### config.mk
export PLATFORM = sky130hd
export DESIGN_NAME = fb_write_arbiter
export DESIGN_NICKNAME = d
export VERILOG_FILES = /design/src/rtl/fb_write_arbiter_pkg.sv /design/src/rtl/fb_write_arbiter_rr_priority_picker.sv /design/src/rtl/fb_write_arbiter.sv
export SDC_FILE = /design/constraint.sdc
export NUM_CORES = 1
export LEC_CHECK = 0
export CORE_MARGIN = 2
export CORE_UTILIZATION = 41
export DETAILED_ROUTE_END_ITERATION = 8
export PLACE_DENSITY = 0.95
export SLEW_MARGIN = 20
export SYNTH_ARGS = -nofsm -noshare
export SYNTH_HDL_FRONTEND = slang
export SYNTH_SLANG_ARGS = --single-unit
### constraint.sdc
create_clock -name clk -period 5.62 [get_ports clk]
set_input_delay 1.124 -clock clk [delete_from_list [all_inputs] [get_ports clk]]
set_output_delay 1.124 -clock clk [all_outputs]
set_load 0.1 [all_outputs]
### src/rtl/fb_write_arbiter_pkg.sv
// rtl/fb_write_arbiter_pkg.sv - shared framebuffer geometry, colours and arbiter state type
package fb_write_arbiter_pkg;

  localparam int SCREEN_W    = 640;
  localparam int SCREEN_H    = 480;
  localparam int FB_SIZE_DEF = SCREEN_W * SCREEN_H;
  localparam int AW_DEF      = 19;
  localparam int DW_DEF      = 12;

  // RGB444 colours used by the game renderers
  localparam logic [11:0] COLOR_BLACK = 12'h000;
  localparam logic [11:0] COLOR_WHITE = 12'hFFF;
  localparam logic [11:0] COLOR_GREEN = 12'h0F0;
  localparam logic [11:0] COLOR_BLUE  = 12'h00F;

  typedef enum logic {
    ST_IDLE  = 1'b0,
    ST_GRANT = 1'b1
  } arb_state_e;

  // Linear pixel address of screen coordinate (x, y)
  function automatic int xy_to_addr(input int x, input int y);
    return y * SCREEN_W + x;
  endfunction

endpackage

### src/rtl/fb_write_arbiter_rr_priority_picker.sv
// rtl/fb_write_arbiter_rr_priority_picker.sv - round-robin pick of the first request after rr_ptr
module rr_priority_picker #(
  parameter int NREQ = 4,
  parameter int GW   = 2
) (
  input  logic [NREQ-1:0] req,
  input  logic [GW-1:0]   rr_ptr,
  output logic [GW-1:0]   grant,
  output logic            any
);

  logic [2*NREQ-1:0] req_dbl;
  logic [2*NREQ-1:0] masked;
  logic              found;

  // Keep the window rr_ptr+1 .. rr_ptr+NREQ of the doubled vector, then take its lowest set bit
  always_comb begin
    req_dbl = {req, req};
    masked  = '0;
    grant   = '0;
    found   = 1'b0;
    for (int j = 0; j < 2 * NREQ; j++) begin
      masked[j] = req_dbl[j] && (j > int'(rr_ptr)) && (j <= int'(rr_ptr) + NREQ);
    end
    for (int j = 0; j < 2 * NREQ; j++) begin
      if (!found && masked[j]) begin
        found = 1'b1;
        grant = GW'(j % NREQ);
      end
    end
  end

  assign any = |req;

endmodule

### src/rtl/fb_write_arbiter.sv
// rtl/fb_write_arbiter.sv - round-robin burst arbiter for the framebuffer pixel write port
module fb_write_arbiter
  import fb_write_arbiter_pkg::*;
#(
  parameter int NREQ     = 4,
  parameter int AW       = AW_DEF,
  parameter int DW       = DW_DEF,
  parameter int FB_SIZE  = FB_SIZE_DEF,
  parameter int MAX_IDLE = 15,
  parameter int GW       = 2
) (
  input  logic              clk,
  input  logic              rst,
  input  logic              wr_allow,
  input  logic [NREQ-1:0]   req_valid,
  input  logic [NREQ-1:0]   req_last,
  input  logic [NREQ*AW-1:0] req_addr,
  input  logic [NREQ*DW-1:0] req_data,
  output logic [NREQ-1:0]   req_ready,
  output logic [AW-1:0]     mem_px_addr,
  output logic [DW-1:0]     mem_px_data,
  output logic              px_wr,
  output logic [GW-1:0]     grant_id,
  output logic              busy,
  output logic              err_oob
);

  localparam int IW = (MAX_IDLE < 1) ? 1 : $clog2(MAX_IDLE + 1);
  localparam logic [AW-1:0] FB_LIMIT = AW'(FB_SIZE);
  localparam logic [IW-1:0] IDLE_MAX = IW'(MAX_IDLE);
  localparam logic [GW-1:0] PTR_RST  = GW'(NREQ - 1);

  arb_state_e     state_q, state_d;
  logic [GW-1:0]  rr_ptr_q, rr_ptr_d;
  logic [GW-1:0]  grant_id_q, grant_id_d;
  logic [IW-1:0]  idle_cnt_q, idle_cnt_d;
  logic [AW-1:0]  mem_px_addr_q, mem_px_addr_d;
  logic [DW-1:0]  mem_px_data_q, mem_px_data_d;
  logic           px_wr_q, px_wr_d;
  logic           err_oob_q, err_oob_d;

  logic [GW-1:0]  pick_id;
  logic           pick_any;
  logic           sel_valid;
  logic           sel_last;
  logic [AW-1:0]  sel_addr;
  logic [DW-1:0]  sel_data;
  logic           xfer;

  rr_priority_picker #(
    .NREQ (NREQ),
    .GW   (GW)
  ) u_picker (
    .req    (req_valid),
    .rr_ptr (rr_ptr_q),
    .grant  (pick_id),
    .any    (pick_any)
  );

  // Route the current owner's request lines to a single beat
  always_comb begin
    sel_valid = 1'b0;
    sel_last  = 1'b0;
    sel_addr  = '0;
    sel_data  = '0;
    for (int i = 0; i < NREQ; i++) begin
      if (grant_id_q == GW'(i)) begin
        sel_valid = req_valid[i];
        sel_last  = req_last[i];
        sel_addr  = req_addr[i*AW +: AW];
        sel_data  = req_data[i*DW +: DW];
      end
    end
  end

  // Only the owner sees ready, and only while the port is open and it is presenting a beat
  always_comb begin
    req_ready = '0;
    for (int i = 0; i < NREQ; i++) begin
      req_ready[i] = (state_q == ST_GRANT) && (grant_id_q == GW'(i)) && wr_allow && req_valid[i];
    end
  end

  assign xfer = (state_q == ST_GRANT) && wr_allow && sel_valid;

  // Arbitration, burst tracking, idle timeout and write-port register updates
  always_comb begin
    state_d       = state_q;
    rr_ptr_d      = rr_ptr_q;
    grant_id_d    = grant_id_q;
    idle_cnt_d    = idle_cnt_q;
    mem_px_addr_d = mem_px_addr_q;
    mem_px_data_d = mem_px_data_q;
    px_wr_d       = 1'b0;
    err_oob_d     = 1'b0;
    case (state_q)
      ST_IDLE: begin
        if (pick_any) begin
          grant_id_d = pick_id;
          idle_cnt_d = '0;
          state_d    = ST_GRANT;
        end
      end
      ST_GRANT: begin
        if (xfer) begin
          idle_cnt_d = '0;
          if (sel_addr < FB_LIMIT) begin
            px_wr_d       = 1'b1;
            mem_px_addr_d = sel_addr;
            mem_px_data_d = sel_data;
          end else begin
            err_oob_d = 1'b1;
          end
          if (sel_last) begin
            rr_ptr_d = grant_id_q;
            state_d  = ST_IDLE;
          end
        end else if (wr_allow) begin
          // A stalled port never counts against the owner; a silent owner does
          if (idle_cnt_q != IDLE_MAX) begin
            idle_cnt_d = idle_cnt_q + 1'b1;
          end
          if (idle_cnt_d == IDLE_MAX) begin
            idle_cnt_d = '0;
            rr_ptr_d   = grant_id_q;
            state_d    = ST_IDLE;
          end
        end
      end
      default: state_d = ST_IDLE;
    endcase
  end

  // State and output registers; reset also aborts any burst in flight
  always_ff @(posedge clk) begin
    if (rst) begin
      state_q       <= ST_IDLE;
      rr_ptr_q      <= PTR_RST;
      grant_id_q    <= '0;
      idle_cnt_q    <= '0;
      mem_px_addr_q <= '0;
      mem_px_data_q <= '0;
      px_wr_q       <= 1'b0;
      err_oob_q     <= 1'b0;
    end else begin
      state_q       <= state_d;
      rr_ptr_q      <= rr_ptr_d;
      grant_id_q    <= grant_id_d;
      idle_cnt_q    <= idle_cnt_d;
      mem_px_addr_q <= mem_px_addr_d;
      mem_px_data_q <= mem_px_data_d;
      px_wr_q       <= px_wr_d;
      err_oob_q     <= err_oob_d;
    end
  end

  assign mem_px_addr = mem_px_addr_q;
  assign mem_px_data = mem_px_data_q;
  assign px_wr       = px_wr_q;
  assign err_oob     = err_oob_q;
  assign grant_id    = grant_id_q;
  assign busy        = (state_q == ST_GRANT);

endmodule

==> qor.csv, run 1 <==
metric,value,unit
run status,finished clean,
flip-flop and latch count after synthesis,42,
port buffer count,174,
vias per cell,5.989,
final weighted congestion of routability-driven global placement,0.9278,
register-to-register setup slack,2540,ps
uppermost layer routed,met4,
count of mapped cells out of synthesis,274,
TritonCTS clock tree,done,
Min-Delay Path Class,register to register,
met2 WL,5135,um
Crit path largest cell delay,1170,ps
final number of max-transition violations,0,
share of final-layout standard cells stronger than drive strength 1,17.06,%
most repeated library cell on the critical path,sky130_fd_sc_hd__clkdlybuf4s50_1,
Place WS,1183,ps
number of sinks driven by the clock tree,42,
largest voltage drop on the vdd net,0.0001515,V
ratio of final minimum period to clock period,78.84,%
Syn Nets,410,
final routed DRC violation total,0,
met3 wire len,699,um
area of the mapped netlist,0.002947,mm^2
Worst-path clk slew,80,ps
number of nets in the layout,563,
number of maximum-capacitance violations,0,
post-synthesis async set-or-reset flop share,0,%
Ant. Diodes,0,
number of design-rule violations left by the first detailed-router iteration,128,
cell types occupying the most area after synthesis,"sky130_fd_sc_hd__dfxtp_1 (29%), sky130_fd_sc_hd__mux4_2 (24%), sky130_fd_sc_hd__o31ai_2 (8.9%)",
syn_area_per_cell,10.75,um^2
global-route total usage across every layer,24.51,%
number of warning messages in the yosys log,0,
count of nets left with antenna violations after detail routing,0,
min setup slack post-route,1189,ps
number of cells on the worst reg-to-reg path,6,
number of H-tree branching levels,2,
post-route standard cell area excluding fillers,0.004803,mm^2
post-route met1 wirelength,3815,um
final number of setup-violating endpoints,0,
unique cell type count in the Yosys netlist,48,
highest clock rate,225.7,MHz
Worst EP arrival,3310,ps
FF/Latch Area,843.3,um^2
routed length per instance,18.89,um
Die Height,88.78,um
clock buffer count from CTS,5,
post-CTS resize count,0,
number of setup buffers added after CTS,0,
IO Pins,175,
"Req. time, crit path",4500,ps
Tmin final,4431,ps
deepest clock path buffer count,2,
Clock Root Buffer,sky130_fd_sc_hd__clkbuf_8,
power density normalized to cell area,213.7,mW/mm^2
number of global-route vias before repair,3126,
Chip Width,88.78,um
total wire length after detailed routing,9899,um
ys flop type,sky130_fd_sc_hd__dfxtp_1,
Leak,1.558,nW
hold-critical path depth,2,
Die ar.,0.007881,mm^2
Crit Reg-Reg Startpoint,grant_id[0],
tightest slew margin relative to the limit,32.20,%
detailed placer's ending HPWL,7544,um
area occupied by multi-input gates,0.001898,mm^2
final hold violation count,0,
Worst Max-Slew Pin Slew,1014,ps
startpoint types,input pin,
sequential element share of the synthesized area,28.54,%
remaining global-route overflow,0,
setup repair after global routing missed its margin,no,
final worst clock skew,7.196,ps
first drt pass iteration count,4,
Starting Density,42.90,%
placement row count,30,
category of the critical setup timing path,input pin to output pin,
area of placed instances,0.004661,mm^2
Post-synth EDFFs,0,
master of the slowest instance on the critical path,sky130_fd_sc_hd__clkdlybuf4s50_1,
quantity of hold-fixing buffers added after cts,0,
total number of vias,3138,
total negative setup slack,0,ps
signed area change from the synthesized netlist to the final layout,63.01,%
fraction of post-synthesis cell area in the top cell type by area,28.54,%
placeable core region,0.006869,mm^2
Crit. End Element,output pin,
hold_sp,mem_px_addr[2],
cells traversed along the worst timing path,"clkdlybuf4s50_1, nand2_1, nor4b_2, clkdlybuf4s50_1",
fill cell count,506,
initial antenna violation count,0,
clock latency reported for the late side of the worst-skew pair,280,ps
CP max FO,6,
global-route wire length before repair,15040,um
Yosys top cell by area,sky130_fd_sc_hd__dfxtp_1,
destination of the worst register-to-register timing path,mem_px_data[3],
Worst Hold Path EP,mem_px_addr[2],
maximum number of pins on one net before global-route repair,42,
-- layer usage --
layer	vias up	track usage [%]
met3	22	4.384
met2	157	44.84
li1	1429	-
met4	0	9.229
met1	1530	28.26
met5	-	0
-- registers in the layout, summed over array words and instances (netlist names) --
| signal | cells |
|---|---|
| idle_cnt_q | 4 |
| mem_px_addr | 19 |
| mem_px_data | 12 |
| rr_ptr_q | 2 |
| grant_id | 2 |
| err_oob | 1 |
| busy | 1 |
| px_wr | 1 |
-- layout make-up --
cell class	count	area share (%)
sequential	42	17.56
inverter	4	0.3126
clock buffer	5	1.433
multi-input combinational	196	39.52
tap	96	2.501
clock inverter	3	1.433
timing repair buffer	178	37.25
-- Yosys cell counts (all sizes together), types with 2 or more instances --
cell type	n
a311oi	2
nand3	6
and3	5
nand2b	2
o31ai	30
buf	27
nor3	6
nand2	4
and2	2
dfxtp	42
inv	4
a21o	3
mux4	32
nand4	30
o21ai	3
a21oi	38
clkbuf	5
nor4bb	2
a221o	2
nor2	9
-- report_power, final --
part	switching, mW	internal (mW)
sequential	0.0191	0.311
combinational	0.227	0.183
clock	0.109	0.178
total	0.355	0.671
-- cells in the final DEF, fill, tap and decap left out, types with 2 or more instances in the layout --
cell                              synthesis  layout
sky130_fd_sc_hd__nor3_1                   6       6
sky130_fd_sc_hd__nand2_1                  4       4
sky130_fd_sc_hd__a21oi_1                 37      37
sky130_fd_sc_hd__a221o_1                  2       2
sky130_fd_sc_hd__o31ai_2                 21      21
sky130_fd_sc_hd__inv_1                    4       4
sky130_fd_sc_hd__nand4_1                 30      30
sky130_fd_sc_hd__mux4_2                  31      31
sky130_fd_sc_hd__o31ai_1                  9       9
sky130_fd_sc_hd__a21o_1                   3       3
sky130_fd_sc_hd__nand3_1                  6       5
sky130_fd_sc_hd__nor4bb_1                 2       2
sky130_fd_sc_hd__dfxtp_2                  0       2
sky130_fd_sc_hd__a311oi_1                 2       2
sky130_fd_sc_hd__o21ai_0                  3       3
sky130_fd_sc_hd__buf_4                    1       4
sky130_fd_sc_hd__clkbuf_8                 0       5
sky130_fd_sc_hd__dfxtp_1                 42      40
sky130_fd_sc_hd__bufinv_16                0       2
sky130_fd_sc_hd__nand2b_1                 2       2
sky130_fd_sc_hd__and3_1                   4       4
sky130_fd_sc_hd__clkdlybuf4s50_1          0     173
sky130_fd_sc_hd__nor2_1                   9       9
-- metrics by stage --
stage,util (%),instances,hold WS (ps),power [mW]
after global placement,67.45,515,453.2,0.7324
after detailed placement,67.85,516,463.6,0.7465
final,69.93,524,476.6,1.027
after global routing,69.93,524,492.5,1.070
after CTS,69.85,524,476.7,1.032
after floorplan,-,274,482.8,0.6064
-- cell families (layout without fill, tap and decap cells) --
group                      Yosys count  count (layout)  synth area share, %
DFF                                 42              42                28.54
AOI/OAI and AO/OA                   90              90                23.74
buffers and inverters               36             190                7.686
adders and majority gates            1               1               0.4246
and+or+nand+nor                     71              71                14.18
muxes                               34              34                25.44
-- how the worst max path moves through the flow --
stage,start,to
2_1_floorplan,grant_id[1],req_ready[2]
3_3_place_gp,wr_allow,req_ready[0]
3_5_place_dp,wr_allow,req_ready[0]
4_1_cts,wr_allow,req_ready[0]
5_1_grt,wr_allow,req_ready[0]
6_report,wr_allow,req_ready[0]
-- worst max-delay path, delay by kind of cell --
kind,cells,cell delay [ps]
buf+inv,2,1700
simple gates,2,480
(Power assumes the default switching activity.)
==> run 2: changes to the inputs <==
Settings changed: CORE_UTILIZATION 41 to 35, PLACE_DENSITY 0.95 to 0.88.
Clock period 5.62 ns to 3.9 ns, I/O delays scaled along.
==> qor.csv, run 2 (synthesis gave the netlist of run 1 again) <==
metric,value,unit,change
first drt pass iteration count,4,,unchanged
area of placed instances,0.004678,mm^2,was 0.004661 mm^2
category of the critical setup timing path,input pin to output pin,,unchanged
Worst Max-Slew Pin Slew,1009,ps,was 1014 ps
share of final-layout standard cells stronger than drive strength 1,18.84,%,was 17.06%
quantity of hold-fixing buffers added after cts,0,,unchanged
startpoint types,input pin,,unchanged
global-route wire length before repair,14690,um,"was 15,040 um"
final worst clock skew,9.415,ps,was 7.196 ps
count of nets left with antenna violations after detail routing,0,,unchanged
global-route total usage across every layer,20.45,%,was 24.51%
highest clock rate,338.2,MHz,
register-to-register setup slack,1170,ps,was 2540 ps
detailed placer's ending HPWL,7390,um,was 7544 um
Chip Width,95.76,um,was 88.78 um
Die ar.,0.009169,mm^2,was 0.007881 mm^2
"flip-flop count of the largest register, all copies and words added",19,,unchanged
Worst EP arrival,2180,ps,was 3310 ps
final routed DRC violation total,0,,unchanged
TritonCTS clock tree,done,,unchanged
Tmin final,2957,ps,
number of H-tree branching levels,2,,unchanged
post-route standard cell area excluding fillers,0.004791,mm^2,was 0.004803 mm^2
deepest clock path buffer count,2,,unchanged
number of maximum-capacitance violations,0,,unchanged
number of design-rule violations left by the first detailed-router iteration,100,,was 128
vias per cell,5.800,,was 5.989
signed area change from the synthesized netlist to the final layout,62.59,%,was 63.01%
clock latency reported for the late side of the worst-skew pair,300,ps,was 280 ps
run status,finished clean,,unchanged
placeable core region,0.008175,mm^2,was 0.006869 mm^2
number of nets in the layout,566,,was 563
"most common cell after layout, fill and taps aside",sky130_fd_sc_hd__clkdlybuf4s50_1,,unchanged
Ant. Diodes,0,,unchanged
tightest slew margin relative to the limit,32.55,%,was 32.20%
number of setup buffers added after CTS,0,,unchanged
IO Pins,175,,unchanged
final hold violation count,0,,unchanged
port buffer count,174,,unchanged
remaining global-route overflow,0,,unchanged
largest voltage drop on the vdd net,0.0001683,V,was 0.0001515 V
Min-Delay Path Class,register to register,,unchanged
initial antenna violation count,0,,unchanged
setup repair after global routing missed its margin,no,,unchanged
CP max FO,5,,was 6
final total power,1.421,mW,was 1.027 mW
final number of setup-violating endpoints,0,,unchanged
placement row count,33,,was 30
"Req. time, crit path",3120,ps,was 4500 ps
number of sinks driven by the clock tree,42,,unchanged
total wire length after detailed routing,9574,um,was 9899 um
number of global-route vias before repair,3097,,"was 3,126"
Worst-path clk slew,70,ps,was 80 ps
maximum number of pins on one net before global-route repair,36,,was 42
highest-count cells in the layout ignoring fill and taps,"sky130_fd_sc_hd__clkdlybuf4s50_1 (168), sky130_fd_sc_hd__dfxtp_1 (40), sky130_fd_sc_hd__a21oi_1 (37), sky130_fd_sc_hd__mux4_2 (31), sky130_fd_sc_hd__nand4_1 (30)",,"was sky130_fd_sc_hd__clkdlybuf4s50_1 (173), sky130_fd_sc_hd__dfxtp_1 (40), sky130_fd_sc_hd__a21oi_1 (37), sky130_fd_sc_hd__mux4_2 (31), sky130_fd_sc_hd__nand4_1 (30)"
ratio of final minimum period to clock period,75.82,%,
Starting Density,36.04,%,was 42.90%
post-CTS resize count,0,,unchanged
Die Height,95.76,um,was 88.78 um
power density normalized to cell area,296.6,mW/mm^2,was 213.7 mW/mm^2
final number of max-transition violations,0,,unchanged
total number of vias,3103,,"was 3,138"
clock buffer count from CTS,5,,unchanged
Clock Root Buffer,sky130_fd_sc_hd__clkbuf_8,,unchanged
final weighted congestion of routability-driven global placement,0.7850,,was 0.9278
routed length per instance,17.90,um,was 18.89 um
Leak,1.566,nW,was 1.558 nW
Crit. End Element,output pin,,unchanged
## run 2: cell types whose count changed in the layout (fill, tap and decap cells not counted)
cell / delta
sky130_fd_sc_hd__nand3_2: -1
sky130_fd_sc_hd__nor3b_2: +1
sky130_fd_sc_hd__nor3b_1: -1
sky130_fd_sc_hd__nor3_4: +1
sky130_fd_sc_hd__buf_4: +9
sky130_fd_sc_hd__buf_16: -1
sky130_fd_sc_hd__clkdlybuf4s50_1: -5
sky130_fd_sc_hd__nor3_1: -1
sky130_fd_sc_hd__nand3_1: +1
sky130_fd_sc_hd__clkinv_4: -1
sky130_fd_sc_hd__bufinv_16: -1
sky130_fd_sc_hd__clkbuf_8: +1
## run 2: metal layers
metal	GRT usage (%)	up-vias	wire [um]
met5	0	-	0
met4	5.595	0	156
met3	3.054	14	613
met2	38.00	142	5049
met1	24.41	1503	3755
li1	-	1444	-
## run 2: where the power goes
part	switching, mW	internal (mW)	total [mW]
Clock	0.153	0.205	0.358
Sequential	0.0301	0.448	0.478
Combinational	0.322	0.263	0.586
## run 2: worst paths after layout
| kind | from | endpoint | cells past startpoint |
|---|---|---|---|
| max | wr_allow | req_ready[3] | 4 |
| min reg2reg | mem_px_data[0] | mem_px_data[0] | 2 |
| max reg2reg | grant_id[0] | rr_ptr_q[1] | 6 |
| min | mem_px_data[0] | mem_px_data[0] | 2 |
## run 2: per-stage QoR
step                util (%)  TNS (ps)  hold slack [ps]  setup WS, ps  cells
finish                 58.60         0            471.4         942.9    535
detailed placement     57.22         0            464.9         657.6    528
CTS                    58.60         0            475.4         959.8    535
global placement       57.22         0            454.7         722.5    528
global route           58.60         0            489.7         845.2    535
floorplan                  -    -79.95            482.8        -79.95    274
## run 2: final cells by class
type | count | area (um^2)
Sequential cell | 42 | 843.3
Inverter | 4 | 15.01
Timing Repair Buffer | 181 | 1779
Tap cell | 105 | 131.4
Clock inverter | 1 | 30.03
Multi-Input combinational cell | 196 | 1909
Clock buffer | 6 | 82.58
Fill cell | 675 | 3385
## run 2: critical path, stage by stage
cell	delay (ps)
sky130_fd_sc_hd__clkdlybuf4s50_1	540
sky130_fd_sc_hd__and3_1	220
sky130_fd_sc_hd__and3_1	300
sky130_fd_sc_hd__buf_4	340
==> run 3: changes to the inputs <==
Clock period 3.9 ns to 2.5 ns, I/O delays scaled along.
==> qor.csv, run 3 (synthesis gave the netlist of run 1 again) <==
metric,value,unit,change
"most common cell after layout, fill and taps aside",sky130_fd_sc_hd__clkdlybuf4s50_1,,unchanged
first element of the critical path,grant_id[0],,was wr_allow
port buffer count,174,,unchanged
final total power,2.338,mW,was 1.421 mW
placed cell count,541,,was 528
TritonCTS clock tree,done,,unchanged
number of global-route vias before repair,3248,,"was 3,097"
number of maximum-capacitance violations,0,,unchanged
area of placed instances,0.004802,mm^2,was 0.004678 mm^2
Ant. Diodes,0,,unchanged
placeable core region,0.008175,mm^2,unchanged
final core utilization,60.42,%,was 58.60%
number of sinks driven by the clock tree,42,,unchanged
CP max FO,30,,was 5
final hold violation count,0,,unchanged
Tmin final,2309,ps,
final number of setup-violating endpoints,0,,unchanged
min setup slack post-route,190.7,ps,was 942.9 ps
Chip Width,95.76,um,unchanged
total wire length after detailed routing,10250,um,was 9574 um
Crit path largest cell delay,550,ps,was 540 ps
Worst EP arrival,2490,ps,was 2180 ps
count of non-filler cells in the finished layout,549,,was 535
Crit Reg-Reg Startpoint,grant_id[0],,unchanged
maximum number of pins on one net before global-route repair,31,,was 36
post-route standard cell area excluding fillers,0.004940,mm^2,was 0.004791 mm^2
deepest clock path buffer count,2,,unchanged
largest voltage drop on the vdd net,0.0003100,V,was 0.0001683 V
hold_sp,mem_px_addr[13],,was mem_px_data[0]
signed area change from the synthesized netlist to the final layout,67.64,%,was 62.59%
met2 WL,5479,um,was 5049 um
final routed DRC violation total,0,,unchanged
"flip-flop count of the largest register, all copies and words added",19,,unchanged
total negative setup slack,0,ps,unchanged
initial antenna violation count,0,,unchanged
highest clock rate,433.0,MHz,
Die ar.,0.009169,mm^2,unchanged
count of nets left with antenna violations after detail routing,0,,unchanged
final hold slack,474.4,ps,was 471.4 ps
final weighted congestion of routability-driven global placement,0.8082,,was 0.7850
quantity of hold-fixing buffers added after cts,0,,unchanged
final worst clock skew,3.546,ps,was 9.415 ps
number of setup buffers added after CTS,0,,unchanged
Starting Density,36.04,%,unchanged
"Req. time, crit path",2680,ps,was 3120 ps
Place WS,-56.12,ps,was 657.6 ps
number of nets in the layout,579,,was 566
tightest slew margin relative to the limit,69.51,%,was 32.55%
master of the slowest instance on the critical path,sky130_fd_sc_hd__dfxtp_4,,was sky130_fd_sc_hd__clkdlybuf4s50_1
clock buffer count from CTS,5,,unchanged
startpoint types,register,,was input pin
total number of vias,3237,,"was 3,103"
global-route wire length before repair,15420,um,"was 14,690 um"
Die Height,95.76,um,unchanged
clock latency reported for the late side of the worst-skew pair,290,ps,was 300 ps
remaining global-route overflow,0,,unchanged
highest-count cells in the layout ignoring fill and taps,"sky130_fd_sc_hd__clkdlybuf4s50_1 (134), sky130_fd_sc_hd__buf_4 (53), sky130_fd_sc_hd__dfxtp_1 (39), sky130_fd_sc_hd__a21oi_1 (37), sky130_fd_sc_hd__mux4_2 (31)",,"was sky130_fd_sc_hd__clkdlybuf4s50_1 (168), sky130_fd_sc_hd__dfxtp_1 (40), sky130_fd_sc_hd__a21oi_1 (37), sky130_fd_sc_hd__mux4_2 (31), sky130_fd_sc_hd__nand4_1 (30)"
post-route met1 wirelength,3805,um,was 3755 um
worst path bufs/invs,1,,was 2
number of H-tree branching levels,2,,unchanged
uppermost layer routed,met4,,unchanged
Worst Max-Slew Pin Slew,445.9,ps,was 1009 ps
number of design-rule violations left by the first detailed-router iteration,131,,was 100
cell family contributing the most delay on the critical path,flip-flops,,was buffers and inverters
share of final-layout standard cells stronger than drive strength 1,29.28,%,was 18.84%
met3 wire len,755,um,was 613 um
Worst-path clk slew,80,ps,was 70 ps
post-CTS resize count,0,,unchanged
category of the critical setup timing path,register to register,,was input pin to output pin
placement row count,33,,unchanged
global-route total usage across every layer,21.43,%,was 20.45%
Min-Delay Path Class,register to register,,unchanged
setup repair after global routing missed its margin,no,,unchanged
first drt pass iteration count,4,,unchanged
fill cell count,704,,was 675
IO Pins,175,,unchanged
ratio of final minimum period to clock period,92.37,%,
Leak,1.740,nW,was 1.566 nW
final number of max-transition violations,0,,unchanged
vias per cell,5.896,,was 5.800
routed length per instance,18.66,um,was 17.90 um
power density normalized to cell area,473.4,mW/mm^2,was 296.6 mW/mm^2
run status,finished clean,,unchanged
Clock Root Buffer,sky130_fd_sc_hd__clkbuf_8,,unchanged
cells traversed along the worst timing path,"buf_4, mux4_2, and3_4, o31ai_2, a21oi_1",,"was clkdlybuf4s50_1, and3_1, and3_1, buf_4"
detailed placer's ending HPWL,8138,um,was 7390 um
Crit. End Element,register,,was output pin
## run 3: final cells by class
cell class / instances / area, um^2 / area share (%)
clock buffers: 7 / 107.6 / 2.178
clock inverters: 1 / 30.03 / 0.6079
inverters: 4 / 15.01 / 0.3040
multi-input cells: 196 / 1924 / 38.96
flip-flops and latches: 42 / 852.1 / 17.25
well taps: 105 / 131.4 / 2.660
repair buffers: 194 / 1879 / 38.04
## run 3: final timing paths
path | end | slack, ps | cells after the start
setup / recovery | mem_px_addr[10] | 190 | 5
hold / removal | mem_px_addr[13] | 470 | 2
setup reg to reg | mem_px_addr[10] | 190 | 5
hold reg to reg | mem_px_addr[13] | 470 | 2
## run 3: routing by layer
metal	GRT usage [%]	vias up
met4	6.548	0
met1	24.52	1582
met2	40.15	168
met3	3.994	21
li1	-	1466
met5	0	-
## run 3: worst reg2reg max path, stage by stage (launching register included)
cell and delay, ps:
sky130_fd_sc_hd__dfxtp_4 550, sky130_fd_sc_hd__buf_4 400, sky130_fd_sc_hd__mux4_2 440, sky130_fd_sc_hd__and3_4 360, sky130_fd_sc_hd__o31ai_2 350, sky130_fd_sc_hd__a21oi_1 110
## run 3: power by group
| part | total (mW) | switching (mW) | internal, mW | leakage (nW) |
|---|---|---|---|---|
| clock | 0.628 | 0.242 | 0.386 | 0.0696 |
| combinational | 0.964 | 0.521 | 0.443 | 1.33 |
| sequential | 0.746 | 0.0479 | 0.698 | 0.342 |
